==> config.mk <==
export PLATFORM = sky130hd
export DESIGN_NAME = mem_copy_engine
export DESIGN_NICKNAME = d
export VERILOG_FILES = /design/src/rtl/mem_copy_engine.sv
export SDC_FILE = /design/constraint.sdc
export NUM_CORES = 1
export LEC_CHECK = 0
export BUFFER_PORTS_ARGS = -buffer_cell sky130_fd_sc_hd__buf_2
export CORE_ASPECT_RATIO = 1.2
export CORE_MARGIN = 2
export CORE_UTILIZATION = 60
export DETAILED_ROUTE_END_ITERATION = 10
export MAX_ROUTING_LAYER = met4
export PLACE_DENSITY = 0.88
export SLEW_MARGIN = 20
export SYNTH_ARGS = -nofsm -noshare
export SYNTH_HDL_FRONTEND = slang
export SYNTH_SLANG_ARGS = --single-unit
==> constraint.sdc <==
create_clock -name Clock -period 5.5 [get_ports Clock]
set_input_delay 0.55 -clock Clock [delete_from_list [all_inputs] [get_ports Clock]]
set_output_delay 0.55 -clock Clock [all_outputs]
set_load 0.03 [all_outputs]
==> src/rtl/mem_copy_engine.sv <==
// mem_copy_engine: DataMemory bus master that copies a block of words from a
// source range to a destination range. When the destination starts inside the
// source range, the copy runs from the top down so that overlapping source words
// are read before they are overwritten (memmove semantics). Each word takes one
// READ cycle and one WRITE cycle. All outputs are registered Moore outputs.
//
//   state  | meaning
//   IDLE   | waiting for Start; memory outputs parked at zero
//   READ   | MemRead high, Adresa = source pointer, ReadData captured at edge
//   WRITE  | MemWrite high, Adresa = destination pointer, WriteData = buffer
//   FINISH | one-cycle Done pulse after normal completion

module mem_copy_engine #(
  parameter int AW = 24,
  parameter int DW = 24,
  parameter int LW = 16
) (
  input  logic          Clock,
  input  logic          Reset,
  input  logic          Start,
  input  logic [AW-1:0] SrcAddr,
  input  logic [AW-1:0] DstAddr,
  input  logic [LW-1:0] Length,
  input  logic          Abort,
  output logic          Busy,
  output logic          Done,
  output logic [LW-1:0] WordsCopied,
  output logic [AW-1:0] Adresa,
  output logic [DW-1:0] WriteData,
  output logic          MemWrite,
  output logic          MemRead,
  input  logic [DW-1:0] ReadData
);

  typedef enum logic [1:0] {
    S_IDLE   = 2'd0,
    S_READ   = 2'd1,
    S_WRITE  = 2'd2,
    S_FINISH = 2'd3
  } state_t;

  state_t        state_q;
  logic [AW-1:0] src_ptr_q;
  logic [AW-1:0] dst_ptr_q;
  logic [LW-1:0] remaining_q;
  logic          backward_q;
  logic [LW-1:0] words_q;
  logic          busy_q;
  logic          done_q;
  logic          mem_rd_q;
  logic          mem_wr_q;
  logic [AW-1:0] adr_q;
  // Holds the word read in READ; it is driven straight onto WriteData in WRITE
  // and is zero in every other state.
  logic [DW-1:0] wdata_q;

  logic [AW:0]   src_ext;
  logic [AW:0]   dst_ext;
  logic [AW:0]   span_end;
  logic [AW-1:0] len_m1;
  logic          backward_d;
  logic [AW-1:0] src_init_d;
  logic [AW-1:0] dst_init_d;
  logic [AW-1:0] src_step_d;
  logic [AW-1:0] dst_step_d;
  logic [LW-1:0] remaining_d;
  logic [LW-1:0] words_d;

  // Direction and starting pointers for a new copy, from the inputs sampled with
  // Start. The span end is one bit wider so a range touching the top of memory
  // does not wrap in the overlap compare.
  always_comb begin
    src_ext    = {1'b0, SrcAddr};
    dst_ext    = {1'b0, DstAddr};
    span_end   = src_ext + {{(AW + 1 - LW){1'b0}}, Length};
    len_m1     = {{(AW - LW){1'b0}}, Length} - {{(AW - 1){1'b0}}, 1'b1};
    backward_d = (dst_ext > src_ext) && (dst_ext < span_end);
    src_init_d = backward_d ? (SrcAddr + len_m1) : SrcAddr;
    dst_init_d = backward_d ? (DstAddr + len_m1) : DstAddr;
  end

  // Pointer stepping and counters for the WRITE commit; pointers wrap mod 2^AW.
  always_comb begin
    src_step_d  = backward_q ? (src_ptr_q - {{(AW - 1){1'b0}}, 1'b1})
                             : (src_ptr_q + {{(AW - 1){1'b0}}, 1'b1});
    dst_step_d  = backward_q ? (dst_ptr_q - {{(AW - 1){1'b0}}, 1'b1})
                             : (dst_ptr_q + {{(AW - 1){1'b0}}, 1'b1});
    remaining_d = remaining_q - {{(LW - 1){1'b0}}, 1'b1};
    words_d     = words_q + {{(LW - 1){1'b0}}, 1'b1};
  end

  // Copy sequencer: state, pointers and all registered outputs.
  always_ff @(posedge Clock) begin
    if (Reset) begin
      state_q     <= S_IDLE;
      src_ptr_q   <= '0;
      dst_ptr_q   <= '0;
      remaining_q <= '0;
      backward_q  <= 1'b0;
      words_q     <= '0;
      busy_q      <= 1'b0;
      done_q      <= 1'b0;
      mem_rd_q    <= 1'b0;
      mem_wr_q    <= 1'b0;
      adr_q       <= '0;
      wdata_q     <= '0;
    end else begin
      case (state_q)
        S_IDLE: begin
          done_q   <= 1'b0;
          mem_rd_q <= 1'b0;
          mem_wr_q <= 1'b0;
          adr_q    <= '0;
          wdata_q  <= '0;
          if (Start) begin
            words_q <= '0;
            busy_q  <= 1'b1;
            if (Length != '0) begin
              state_q     <= S_READ;
              src_ptr_q   <= src_init_d;
              dst_ptr_q   <= dst_init_d;
              remaining_q <= Length;
              backward_q  <= backward_d;
              mem_rd_q    <= 1'b1;
              adr_q       <= src_init_d;
            end else begin
              // Zero-length request completes immediately with no bus traffic.
              state_q <= S_FINISH;
              done_q  <= 1'b1;
            end
          end
        end

        S_READ: begin
          mem_rd_q <= 1'b0;
          if (Abort) begin
            state_q <= S_IDLE;
            busy_q  <= 1'b0;
            adr_q   <= '0;
            wdata_q <= '0;
          end else begin
            state_q  <= S_WRITE;
            mem_wr_q <= 1'b1;
            adr_q    <= dst_ptr_q;
            wdata_q  <= ReadData;
          end
        end

        S_WRITE: begin
          // The write in flight commits at this edge even when aborting, so it
          // is always counted.
          mem_wr_q    <= 1'b0;
          wdata_q     <= '0;
          words_q     <= words_d;
          remaining_q <= remaining_d;
          src_ptr_q   <= src_step_d;
          dst_ptr_q   <= dst_step_d;
          if (Abort) begin
            state_q <= S_IDLE;
            busy_q  <= 1'b0;
            adr_q   <= '0;
          end else if (remaining_d == '0) begin
            state_q <= S_FINISH;
            done_q  <= 1'b1;
            adr_q   <= '0;
          end else begin
            state_q  <= S_READ;
            mem_rd_q <= 1'b1;
            adr_q    <= src_step_d;
          end
        end

        S_FINISH: begin
          state_q  <= S_IDLE;
          done_q   <= 1'b0;
          busy_q   <= 1'b0;
          mem_rd_q <= 1'b0;
          mem_wr_q <= 1'b0;
          adr_q    <= '0;
          wdata_q  <= '0;
        end

        default: begin
          state_q  <= S_IDLE;
          done_q   <= 1'b0;
          busy_q   <= 1'b0;
          mem_rd_q <= 1'b0;
          mem_wr_q <= 1'b0;
          adr_q    <= '0;
          wdata_q  <= '0;
        end
      endcase
    end
  end

  assign Busy        = busy_q;
  assign Done        = done_q;
  assign WordsCopied = words_q;
  assign Adresa      = adr_q;
  assign WriteData   = wdata_q;
  assign MemWrite    = mem_wr_q;
  assign MemRead     = mem_rd_q;

endmodule

Word level (Yosys, flattened, before mapping)
Index checks and enable logic that the tools add are counted.

Bits in registers: 135. Input bits: 92.

$add $sub $neg: 10. Order comparisons: 2. Equality and inequality tests: 10. Muxes and demuxes: 44. Reduce and logical (&&, ||, !) cells: 15.

Operators by type and width (count): two-way mux 24 bit (14); case mux 24 bit (2 select lines) (3); case mux 24 bit (4 select lines) (1); case mux 16 bit (2 select lines) (2); adder 24 x 1 -> 24 bit, second input constant (2); adder 24 bit (2); two-way mux 16 bit (3); subtractor 24 x 1 -> 24 bit, second input constant (2); adder 24 x 16 -> 25 bit (1); < comparator 24 x 25 -> 1 bit (1); > comparator 24 bit (1); subtractor 16 x 1 -> 17 bit, second input constant (1); adder 16 x 1 -> 16 bit, second input constant (1); logical NOT 16 bit (1); nonzero test 16 bit (1); subtractor 16 x 1 -> 16 bit, second input constant (1); != test 2 bit, second input constant (6); two-way mux 1 bit (11); two-way mux 2 bit (5); case mux 1 bit (3 select lines) (3); AND reduction 3 bit (3); case mux 2 bit (4 select lines) (1); AND reduction 2 bit (3); == test 2 bit, second input constant (2); other kinds (9) (10).

Logic depth before layout (Yosys ltp)
Gate-level depths: netlist of run 1.

Word-level depth: 7. Mapped depth: 25.

Worst setup path after synthesis of run 1
No wires, ideal clock.

Kind: input to register. Start point: in SrcAddr[0]. End point: reg dst_ptr_q[4]. Library setup time: 0.132 ns. Arrival: 4.727 ns. Required time: 5.368 ns. Slack: 0.641 ns. Stages: 24. Cells stage by stage: ha_1 > fa_1 > a21o_1 > a21oi_2 > o21ai_1 > a31oi_4 > o21ai_2 > nor3_1 > o31ai_1 > a21oi_1 > nor3_1 > xnor2_1 > ha_1 > a21o_1 > a21oi_1 > o2111ai_1 > o21ai_1 > a22oi_1 > a211oi_2 > buf_6 > buf_6 > mux2_2 > o211ai_1 > a21oi_1.

Word-level cells in the longest chain between the ends: 7. Elaborated cells on any way between the ends: 8.

Ends and longest elaborated chain: from (decl) (line 21) `input logic [AW-1:0] SrcAddr,`; adder 24 x 16 -> 25 bit (line 75) `span_end = src_ext + {{(AW + 1 - LW){1'b0}}, Length};`; < comparator 24 x 25 -> 1 bit (line 77) `backward_d = (dst_ext > src_ext) && (dst_ext < span_end);`; logical AND 1 bit (*) (line 77); two-way mux 24 bit (*) (line 79) `dst_init_d = backward_d ? (DstAddr + len_m1) : DstAddr;`; two-way mux 24 bit (*) (line 118) `if (Length != '0) begin`; two-way mux 24 bit (*) (line 115) `if (Start) begin`; case mux 24 bit (2 select lines) (*) (line 108) `case (state_q)`; to (signal assigned) (line 121) `dst_ptr_q <= dst_init_d;`; to (signal assigned) (line 157) `dst_ptr_q <= dst_step_d;`; to (decl) (line 44) `logic [AW-1:0] dst_ptr_q;`.

Mark *: on every way between the ends. The rest lies on a longest branch, timed or not. The select of a mux whose other input is x is not followed. A chain may end at the register's enable or synchronous reset.

Worst setup path in the final report of run 1
Start point: in SrcAddr[0]. End point: reg src_ptr_q[0].

Word-level cells in the longest chain between the ends: 7. Elaborated cells on any way between the ends: 9.

Ends and longest elaborated chain: adder 24 x 16 -> 25 bit (line 75); < comparator 24 x 25 -> 1 bit (line 77); logical AND 1 bit (line 77); two-way mux 24 bit (*) (line 78) `src_init_d = backward_d ? (SrcAddr + len_m1) : SrcAddr;`; two-way mux 24 bit (*) (line 118); two-way mux 24 bit (*) (line 115); case mux 24 bit (2 select lines) (*) (line 108); to (signal assigned) (line 120) `src_ptr_q <= src_init_d;`; to (signal assigned) (line 156) `src_ptr_q <= src_step_d;`; to (decl) (line 43) `logic [AW-1:0] src_ptr_q;`.

Marks and branches as above.

==> flow_metrics.env, run 1 <==
export IMPL_start_kind="input pin"
export IMPL_track_usage=0.340
export IMPL_die_w_um=139
export IMPL_synth_async_sr_flop_share=0
export IMPL_yosys_register_bits=135
export IMPL_place_gp_congestion=0.992
export IMPL_tightest_slew_ns=1.27
export IMPL_nNetsFinal=2038
export IMPL_dp_final_hpwl_um=29800
export IMPL_ys_warn_count=0
export IMPL_grt_pass1_wl_um=62100
export IMPL_dpl_worst_slack_ns=-0.0236
export IMPL_ir_drop_v=0.000243
export IMPL_synth_seq_area_share=0.207
export IMPL_fillers=1695
export IMPL_drt_met1_wl_um=16000
export IMPL_power_total_mw=4.02
export IMPL_arrival_ns=5.42
export IMPL_dpl_cell_area_um2=14100
export IMPL_antenna_found_initial=0
export IMPL_dpl_cell_count=2033
export IMPL_rows=59
export IMPL_hp_start="ReadData[15]"
export IMPL_whs_ns=0.303
export IMPL_r2r_end="src_ptr_q[22]"
export IMPL_max_freq_ghz=0.196
export IMPL_fin_util=0.683
export IMPL_skew_ns=0.0222
export IMPL_holdCritPathClass="input pin to register"
export IMPL_postCtsHoldBufs=0
export IMPL_dieArea_um2=22900
export IMPL_r2r_cells=10
export IMPL_critPathRequiredTime_ns=5.83
export IMPL_crit_fanout=4
export IMPL_r2r_slack_ns=1.66
export IMPL_htreeDepth=4
export IMPL_min_to="WriteData[15]"
export IMPL_clk_latency_ns=0.45
export IMPL_syn_instance_count=1645
export IMPL_drv_cap=0
export IMPL_numCtsBuffers=17
export IMPL_fin_ws_ns=0.408
export IMPL_cts_tree="yes"
export IMPL_port_buffers=159
export IMPL_route_detailed_drc=0
export IMPL_detail_route_wl_per_cell_um=19.1
export IMPL_clk_pin_slew_ns=0.07
export IMPL_clockRootBuffer="clkbuf_16"
export IMPL_ys_types=85
export IMPL_diodes=0
export IMPL_syn_num_nets=1905
export IMPL_rsz0062_at_grt="no"
export IMPL_tns_ns=0
export IMPL_dr_wl_met3_um=3200
export IMPL_yosys_most_used_dff="dfxtp_1"
export IMPL_dr_total_vias=13343
export IMPL_grt_pass1_vias=12551
export IMPL_grt_ovfl_total=0
export IMPL_fin_crit_sh=0.926
export IMPL_die_h_um=165
export IMPL_maxUsedRoutingLayer="met4"
export IMPL_syn2layout_area_growth_pct=12.5
export IMPL_maxSlewViolCount=0
export IMPL_start_util=0.607
export IMPL_relSlewSlack=0.152
export IMPL_wl_um=39400
export IMPL_syn_area_um2=13000
export IMPL_whs_path_depth=2
export IMPL_critPathKind="input pin to register"
export IMPL_hold_violations=0
export IMPL_min_period_ns=5.09
export IMPL_clock_sinks=135
export IMPL_fin_cells=2065
export IMPL_route_met2_wl_um=18500
export IMPL_dr_first_iter_drc_count=1216
export IMPL_powerDensity_nw_per_um2=274
export IMPL_finalSetupViolations=0
export IMPL_power_leakage_nw=6.81
export IMPL_drive_above_1_share=0.146
export IMPL_synth_edf_count=0
export IMPL_final_cell_area_um2=14700
export IMPL_ant_nets=0
export IMPL_dr_pass1_iters=8
export IMPL_coreArea_um2=21500
export IMPL_grt_max_degree=92
export IMPL_reg2reg_from="backward_q"
export IMPL_syn_area_per_cell_um2=7.93
export IMPL_outcome="completed"
export IMPL_pin_count=160
export IMPL_vias_per_cell=6.46
export IMPL_max_clock_path_buffers=2
export IMPL_endpoint_kind="register"
-- how the worst max path moves through the flow --
| stage | startpoint | to | slack (ns) |
|---|---|---|---|
| after floorplan | SrcAddr[0] | dst_ptr_q[4] | 0.64 |
| after global placement | SrcAddr[0] | src_ptr_q[10] | 0.05 |
| after detailed placement | SrcAddr[0] | src_ptr_q[0] | -0.02 |
| after CTS | SrcAddr[0] | src_ptr_q[0] | 0.36 |
| after global routing | Length[1] | src_ptr_q[17] | 0.05 |
| final | SrcAddr[0] | src_ptr_q[0] | 0.41 |
-- Yosys cell counts, types with 28 or more instances --
library cell,instances,area (um^2)
a211oi_1,31,233
mux2i_1,33,330
nor2_1,130,488
and2_1,32,200
a21o_1,60,450
dfxtp_1,135,2700
nand3_1,38,190
xnor2_1,78,683
ha_1,163,2040
nand2_1,134,503
clkbuf_1,49,184
a22oi_1,28,210
xor2_1,51,447
inv_1,68,255
o21ai_0,88,440
nor3_1,47,235
a21oi_1,132,661
-- worst max-delay path, cell delays in order --
cell,delay (ns)
buf_2,0.11
ha_1,0.22
fa_1,0.41
a21o_1,0.18
a21oi_2,0.21
o21ai_1,0.13
a31oi_4,0.21
o21ai_2,0.14
nor3_2,0.18
o31ai_1,0.11
a21oi_1,0.29
xnor2_1,0.11
ha_1,0.30
nand4_1,0.13
a2111oi_1,0.31
o41a_1,0.22
o21ai_1,0.06
a22oi_1,0.31
a211o_1,0.39
mux2i_1,0.40
o21ai_0,0.16
o221a_2,0.30
-- cell families after synthesis --
logic type,after synthesis,share of synthesized area
compound gates,536,0.276
xor+xnor,129,0.0866
fa+ha+maj,168,0.164
buf+inv,137,0.0447
flops,135,0.207
mux,45,0.0357
simple gates,495,0.186
-- state kept, by name, indices dropped and copies added (netlist names) --
signal       cells
dst_ptr_q       24
WriteData       24
remaining_q     16
state_q          2
backward_q       1
MemRead          1
Adresa          24
Busy             1
Done             1
src_ptr_q       24
MemWrite         1
WordsCopied     16
-- layout make-up --
cell class | instances | area, um^2 | share of cell area
inverters | 71 | 267 | 0.0182
flip-flops and latches | 135 | 2710 | 0.185
well taps | 274 | 343 | 0.0234
clock inverters | 15 | 149 | 0.0102
repair buffers | 180 | 991 | 0.0676
multi-input cells | 1373 | 9790 | 0.667
clock buffers | 17 | 425 | 0.0290
-- report_power, final --
group,switching [mW],internal (mW),total [mW]
logic,1.03,0.647,1.67
registers,0.104,1.09,1.20
clock network,0.546,0.605,1.15
total,1.68,2.34,4.02
-- placed cells by master, fill, tap and decap left out, types with 32 or more instances in the layout --
master	netlist	layout
buf_2	7	159
dfxtp_1	135	134
o21ai_0	88	88
inv_1	68	68
nor3_1	47	46
xnor2_1	78	78
a21oi_1	132	132
and2_1	32	32
mux2i_1	33	33
nand3_1	38	38
ha_1	163	162
nor2_1	130	129
nand2_1	134	134
xor2_1	51	51
a21o_1	60	60
-- what timing repair did --
action,in CTS,in global routing
setup endpoints to repair,0,2
gates resized for setup,0,2
endpoints found under the hold margin,0,0
setup buffers,0,0
-- routing by layer --
metal	up-vias	track usage
li1	6328	-
met1	6179	0.407
met2	689	0.563
met3	147	0.0539
met4	0	0.167
met5	-	-
Note: power is estimated with default switching activity, not from simulation.
==> run 2, diff against run 1 <==
==> constraint.sdc (replaced) <==
create_clock -name Clock -period 5.5 [get_ports Clock]
set_input_delay 0.825 -clock Clock [delete_from_list [all_inputs] [get_ports Clock]]
set_output_delay 0.825 -clock Clock [all_outputs]
set_load 0.03 [all_outputs]
==> run 2 against run 1 <==
Sequential power about the same. Flip-flop and latch count unchanged. Power grew 3.2%. Die area unchanged. Clock power increased by 6%. Global-route usage is 0.15 points lower. Combinational power up 4%.
==> flow_metrics.env, run 2 (same netlist as run 1, synthesis figures left out) <==
export IMPL_coreArea_um2=21500
export IMPL_p_comb_frac=0.416
export IMPL_critPathKind="input pin to register"
export IMPL_fin_cells=2086
export IMPL_wl_um=39900
export IMPL_multiInputGateArea_um2=9830
export IMPL_hold_violations=0
export IMPL_start_kind="input pin"
export IMPL_fin_ws_ns=0.211
export IMPL_outcome="completed"
export IMPL_fin_util=0.695
export IMPL_clk_pin_slew_ns=0.07
export IMPL_detail_route_wl_per_cell_um=19.1
export IMPL_vias_per_cell=6.43
export IMPL_max_freq_ghz=0.189
export IMPL_grt_ovfl_total=0
export IMPL_p_sw_frac=0.398
export IMPL_final_cell_area_um2=14900
export IMPL_tightest_slew_ns=1.20
export IMPL_dr_total_vias=13403
export IMPL_cts_tree="yes"
export IMPL_p_sw_mw=1.65
export IMPL_diodes=0
export IMPL_maxSlewViolCount=0
export IMPL_dpl_cell_count=2051
export IMPL_pin_count=160
export IMPL_dpl_cell_area_um2=14200
export IMPL_clk_latency_ns=0.44
export IMPL_postCtsHoldBufs=0
export IMPL_power_total_mw=4.15
export IMPL_dpl_worst_slack_ns=-0.350
export IMPL_min_period_ns=5.29
export IMPL_antenna_found_initial=0
export IMPL_holdCritPathClass="register to register"
export IMPL_route_detailed_drc=0
export IMPL_clockRootBuffer="clkbuf_16"
export IMPL_ir_drop_v=0.000240
export IMPL_fillers=1656
export IMPL_layout_common_cells="ha_1, buf_2, dfxtp_1, nand2_1, nor2_1"
export IMPL_numCtsBuffers=17
export IMPL_rows=59
export IMPL_place_gp_congestion=1.00
export IMPL_final_seq_area_um2=2710
export IMPL_ant_nets=0
export IMPL_dr_first_iter_drc_count=1264
export IMPL_arrival_ns=5.66
export IMPL_htreeDepth=4
export IMPL_drive_above_1_share=0.162
export IMPL_skew_ns=0.0220
export IMPL_crit_fanout=13
export IMPL_power_leakage_nw=6.94
export IMPL_relSlewSlack=0.196
export IMPL_nNetsFinal=2060
export IMPL_dp_final_hpwl_um=29900
export IMPL_grt_max_degree=91
export IMPL_powerDensity_nw_per_um2=278
export IMPL_power_frac_seq=0.289
export IMPL_max_clock_path_buffers=2
export IMPL_fin_crit_sh=0.962
export IMPL_endpoint_kind="register"
export IMPL_grt_pass1_vias=12388
export IMPL_dr_pass1_iters=5
export IMPL_die_h_um=165
export IMPL_die_w_um=139
export IMPL_clockPowerShare=0.295
export IMPL_drv_cap=0
export IMPL_start_util=0.607
export IMPL_final_common_cell="ha_1"
export IMPL_grt_pass1_wl_um=61500
export IMPL_syn2layout_area_growth_pct=14.5
export IMPL_finalSetupViolations=0
export IMPL_clock_sinks=135
export IMPL_track_usage=0.339
export IMPL_critPathRequiredTime_ns=5.87
export IMPL_port_buffers=159
export IMPL_p_int_mw=2.50
export IMPL_dieArea_um2=22900
==> run 2: cell count changes in the layout (fill, tap and decap cells not counted), moves of 3 or more <==
| cell | change |
|---|---|
| inv_8 | -4 |
| a21oi_1 | -4 |
| mux2i_1 | -5 |
| buf_4 | +20 |
| mux2i_2 | +5 |
| a21oi_2 | +4 |
| bufinv_16 | +3 |
==> run 2: per-stage QoR <==
stage          TNS [ns]  hold slack (ns)
6_report              0            0.464
5_1_grt         -0.0187            0.477
4_1_cts               0            0.462
3_5_place_dp     -13.39            0.454
3_3_place_gp      -2.18            0.448
2_1_floorplan         0            0.432
==> run 2: area by class of cell <==
class,instances,area share
well taps,274,0.0230
flip-flops and latches,135,0.181
inverters,71,0.0178
multi-input cells,1373,0.658
repair buffers,202,0.0791
clock inverters,14,0.0126
clock buffers,17,0.0285
==> run 2: critical path, cell delays in order <==
cell and delay [ns]:
buf_2 0.11, ha_1 0.21, fa_1 0.39, a21o_1 0.21, a21oi_2 0.20, o21ai_1 0.13
a31oi_4 0.22, o21ai_2 0.12, nor3_2 0.17, o31ai_1 0.14, a21oi_2 0.21, nor3_1 0.09
xnor2_1 0.14, ha_1 0.30, a21o_1 0.17, a21oi_2 0.18, o2111ai_1 0.14, o21ai_1 0.17
a22oi_1 0.15, a211oi_4 0.28, buf_12 0.19, buf_12 0.16, mux2_2 0.36, o21ai_0 0.18
o211a_1 0.19
==> run 2: final timing paths <==
path,start,to,slack [ns],cells past startpoint
max,SrcAddr[0],src_ptr_q[1],0.21,25
min,src_ptr_q[13],src_ptr_q[13],0.46,2
max reg2reg,backward_q,src_ptr_q[22],1.55,10
min reg2reg,src_ptr_q[13],src_ptr_q[13],0.46,2
==> run 2: power by group through the flow <==
stage          sequential, mW  clock [mW]  combinational (mW)
6_report                 1.20        1.22                1.73
5_1_grt                  1.21        1.26                1.87
3_5_place_dp             1.21           0                1.64
2_1_floorplan            1.24           0                1.16
4_1_cts                  1.19        1.23                1.66
3_3_place_gp             1.21           0                1.60
==> run 2: layer usage <==
metal | vias up | GRT usage | share of wire
li1 | 6355 | - | -
met1 | 6269 | 0.407 | 0.40
met4 | 0 | 0.161 | 0.042
met3 | 123 | 0.0479 | 0.083
met5 | - | - | 0
met2 | 656 | 0.565 | 0.48
==> run 2: what timing repair did <==
action | 4_1_cts | 5_1_grt
setup buffers | 0 | 4
endpoints found under the setup margin | 0 | 59
resized for setup | 0 | 13
==> run 3, diff against run 2 <==
--- a/config.mk
+++ b/config.mk
@@ -12,6 +12,7 @@
 export DETAILED_ROUTE_END_ITERATION = 10
 export MAX_ROUTING_LAYER = met4
 export PLACE_DENSITY = 0.88
+export SKIP_CTS_REPAIR_TIMING = 1
 export SLEW_MARGIN = 20
 export SYNTH_ARGS = -nofsm -noshare
 export SYNTH_HDL_FRONTEND = slang
==> constraint.sdc (replaced) <==
create_clock -name Clock -period 5.2 [get_ports Clock]
set_input_delay 0.78 -clock Clock [delete_from_list [all_inputs] [get_ports Clock]]
set_output_delay 0.78 -clock Clock [all_outputs]
set_load 0.03 [all_outputs]
==> run 3 against run 2 <==
First-iteration DRC count is 1.7% lower. Sequential power is 6% higher. Setup slack worse by 0.078 ns. Global-route usage is 1.2 points higher. Flip-flop and latch count stayed put. Combinational power is 8% higher. Wire length is 3.3% higher. Die area stayed put. Clock skew is 0.0014 ns lower. Critical endpoint is now src_ptr_q[15]. Largest power group unchanged.
==> flow_metrics.env, run 3 (same netlist as run 1, synthesis figures left out) <==
export IMPL_outcome="completed"
export IMPL_fillers=1638
export IMPL_detail_route_wl_per_cell_um=19.6
export IMPL_p_sw_mw=1.82
export IMPL_clock_sinks=135
export IMPL_nNetsFinal=2079
export IMPL_relSlewSlack=0.299
export IMPL_track_usage=0.351
export IMPL_p_int_mw=2.58
export IMPL_critical_path_top_delay_family="compound AO/OA/AOI/OAI gates"
export IMPL_max_clock_path_buffers=2
export IMPL_grt_ovfl_total=0
export IMPL_max_freq_ghz=0.197
export IMPL_dieArea_um2=22900
export IMPL_ir_drop_v=0.000248
export IMPL_critPathKind="input pin to register"
export IMPL_route_detailed_drc=0
export IMPL_dr_pass1_iters=8
export IMPL_clk_pin_slew_ns=0.06
export IMPL_final_cell_area_um2=15100
export IMPL_maxSlewViolCount=0
export IMPL_endpoint_kind="register"
export IMPL_ant_nets=0
export IMPL_path_buf_inv=4
export IMPL_clockPowerShare=0.288
export IMPL_p_comb_frac=0.424
export IMPL_start_kind="input pin"
export IMPL_rows=59
export IMPL_grt_max_degree=92
export IMPL_crit_fanout=8
export IMPL_finalSetupViolations=0
export IMPL_path_common_cell="nor2_1"
export IMPL_slowest_delay_ns=0.36
export IMPL_layout_common_cells="ha_1, buf_2, dfxtp_1, nand2_1, a21oi_1"
export IMPL_critPathSlowestCell="fa_2"
export IMPL_port_buffers=159
export IMPL_drv_cap=0
export IMPL_clockRootBuffer="clkbuf_16"
export IMPL_vias_per_cell=6.54
export IMPL_place_gp_congestion=1.00
export IMPL_die_w_um=139
export IMPL_die_h_um=165
export IMPL_dpl_cell_area_um2=14300
export IMPL_dr_total_vias=13783
export IMPL_hold_violations=0
export IMPL_skew_ns=0.0207
export IMPL_final_common_cell="ha_1"
export IMPL_drive_above_1_share=0.172
export IMPL_pin_count=160
export IMPL_fin_crit_sh=0.974
export IMPL_dp_final_hpwl_um=30300
export IMPL_power_leakage_nw=7.03
export IMPL_grt_pass1_vias=12950
export IMPL_htreeDepth=4
export IMPL_numCtsBuffers=17
export IMPL_fin_cells=2106
export IMPL_power_frac_seq=0.288
export IMPL_diodes=0
export IMPL_cts_tree="yes"
export IMPL_grt_pass1_wl_um=63500
export IMPL_critPathRequiredTime_ns=5.53
export IMPL_start_util=0.607
export IMPL_holdCritPathClass="register to register"
export IMPL_dr_first_iter_drc_count=1242
export IMPL_arrival_ns=5.39
export IMPL_wl_um=41200
export IMPL_tns_ns=0
export IMPL_powerDensity_nw_per_um2=291
export IMPL_dpl_cell_count=2066
export IMPL_clk_latency_ns=0.45
export IMPL_tightest_slew_ns=1.05
export IMPL_min_period_ns=5.07
export IMPL_syn2layout_area_growth_pct=15.7
export IMPL_antenna_found_initial=0
export IMPL_coreArea_um2=21500
export IMPL_p_sw_frac=0.414
[run 3: metal layers]
layer / vias up / global-route usage / share of wire
met2: 779 / 0.590 / 0.47
met5: - / - / 0
met4: 0 / 0.181 / 0.053
met3: 176 / 0.0603 / 0.094
met1: 6394 / 0.406 / 0.38
li1: 6434 / - / -
[run 3: path summary, 6_finish.rpt]
kind                      start            end  slack [ns]  cells past startpoint
setup reg to reg     backward_q  src_ptr_q[22]        1.21                     11
hold reg to reg   src_ptr_q[12]  src_ptr_q[12]        0.46                      2
hold / removal    src_ptr_q[12]  src_ptr_q[12]        0.46                      2
setup / recovery      Length[0]  src_ptr_q[15]        0.13                     26
[run 3: power by group through the flow]
stage | combinational, mW | clock [mW] | sequential [mW]
6_report | 1.86 | 1.27 | 1.27
5_1_grt | 2.01 | 1.31 | 1.28
4_1_cts | 1.78 | 1.27 | 1.26
3_5_place_dp | 1.75 | 0 | 1.28
3_3_place_gp | 1.70 | 0 | 1.28
2_1_floorplan | 1.22 | 0 | 1.31
[run 3: final cells by class]
cell class | instances | area, um^2 | share of cell area
Multi-Input combinational cell | 1373 | 9850 | 0.653
Clock inverter | 15 | 175 | 0.0116
Sequential cell | 135 | 2710 | 0.179
Clock buffer | 17 | 425 | 0.0282
Tap cell | 274 | 343 | 0.0227
Inverter | 71 | 267 | 0.0177
Timing Repair Buffer | 221 | 1320 | 0.0877
[run 3: metrics by stage]
stage | worst slack (ns) | hold WS [ns] | util | total power, mW
final | 0.133 | 0.458 | 0.702 | 4.40
after global routing | -0.0476 | 0.490 | 0.702 | 4.60
after CTS | -0.113 | 0.460 | 0.696 | 4.30
after detailed placement | -0.508 | 0.452 | 0.668 | 3.03
after global placement | -0.404 | 0.449 | 0.668 | 2.98
after floorplan | 0.111 | 0.432 | - | 2.53
[run 3: worst reg2reg max path, delay by kind of cell, from the launching register on]
kind,cells,cell delay [ns]
flip-flops,1,0.77
AND/OR/NAND/NOR,2,0.40
adder cells (fa/ha/maj),1,0.41
AO/OA/AOI/OAI,8,2.21
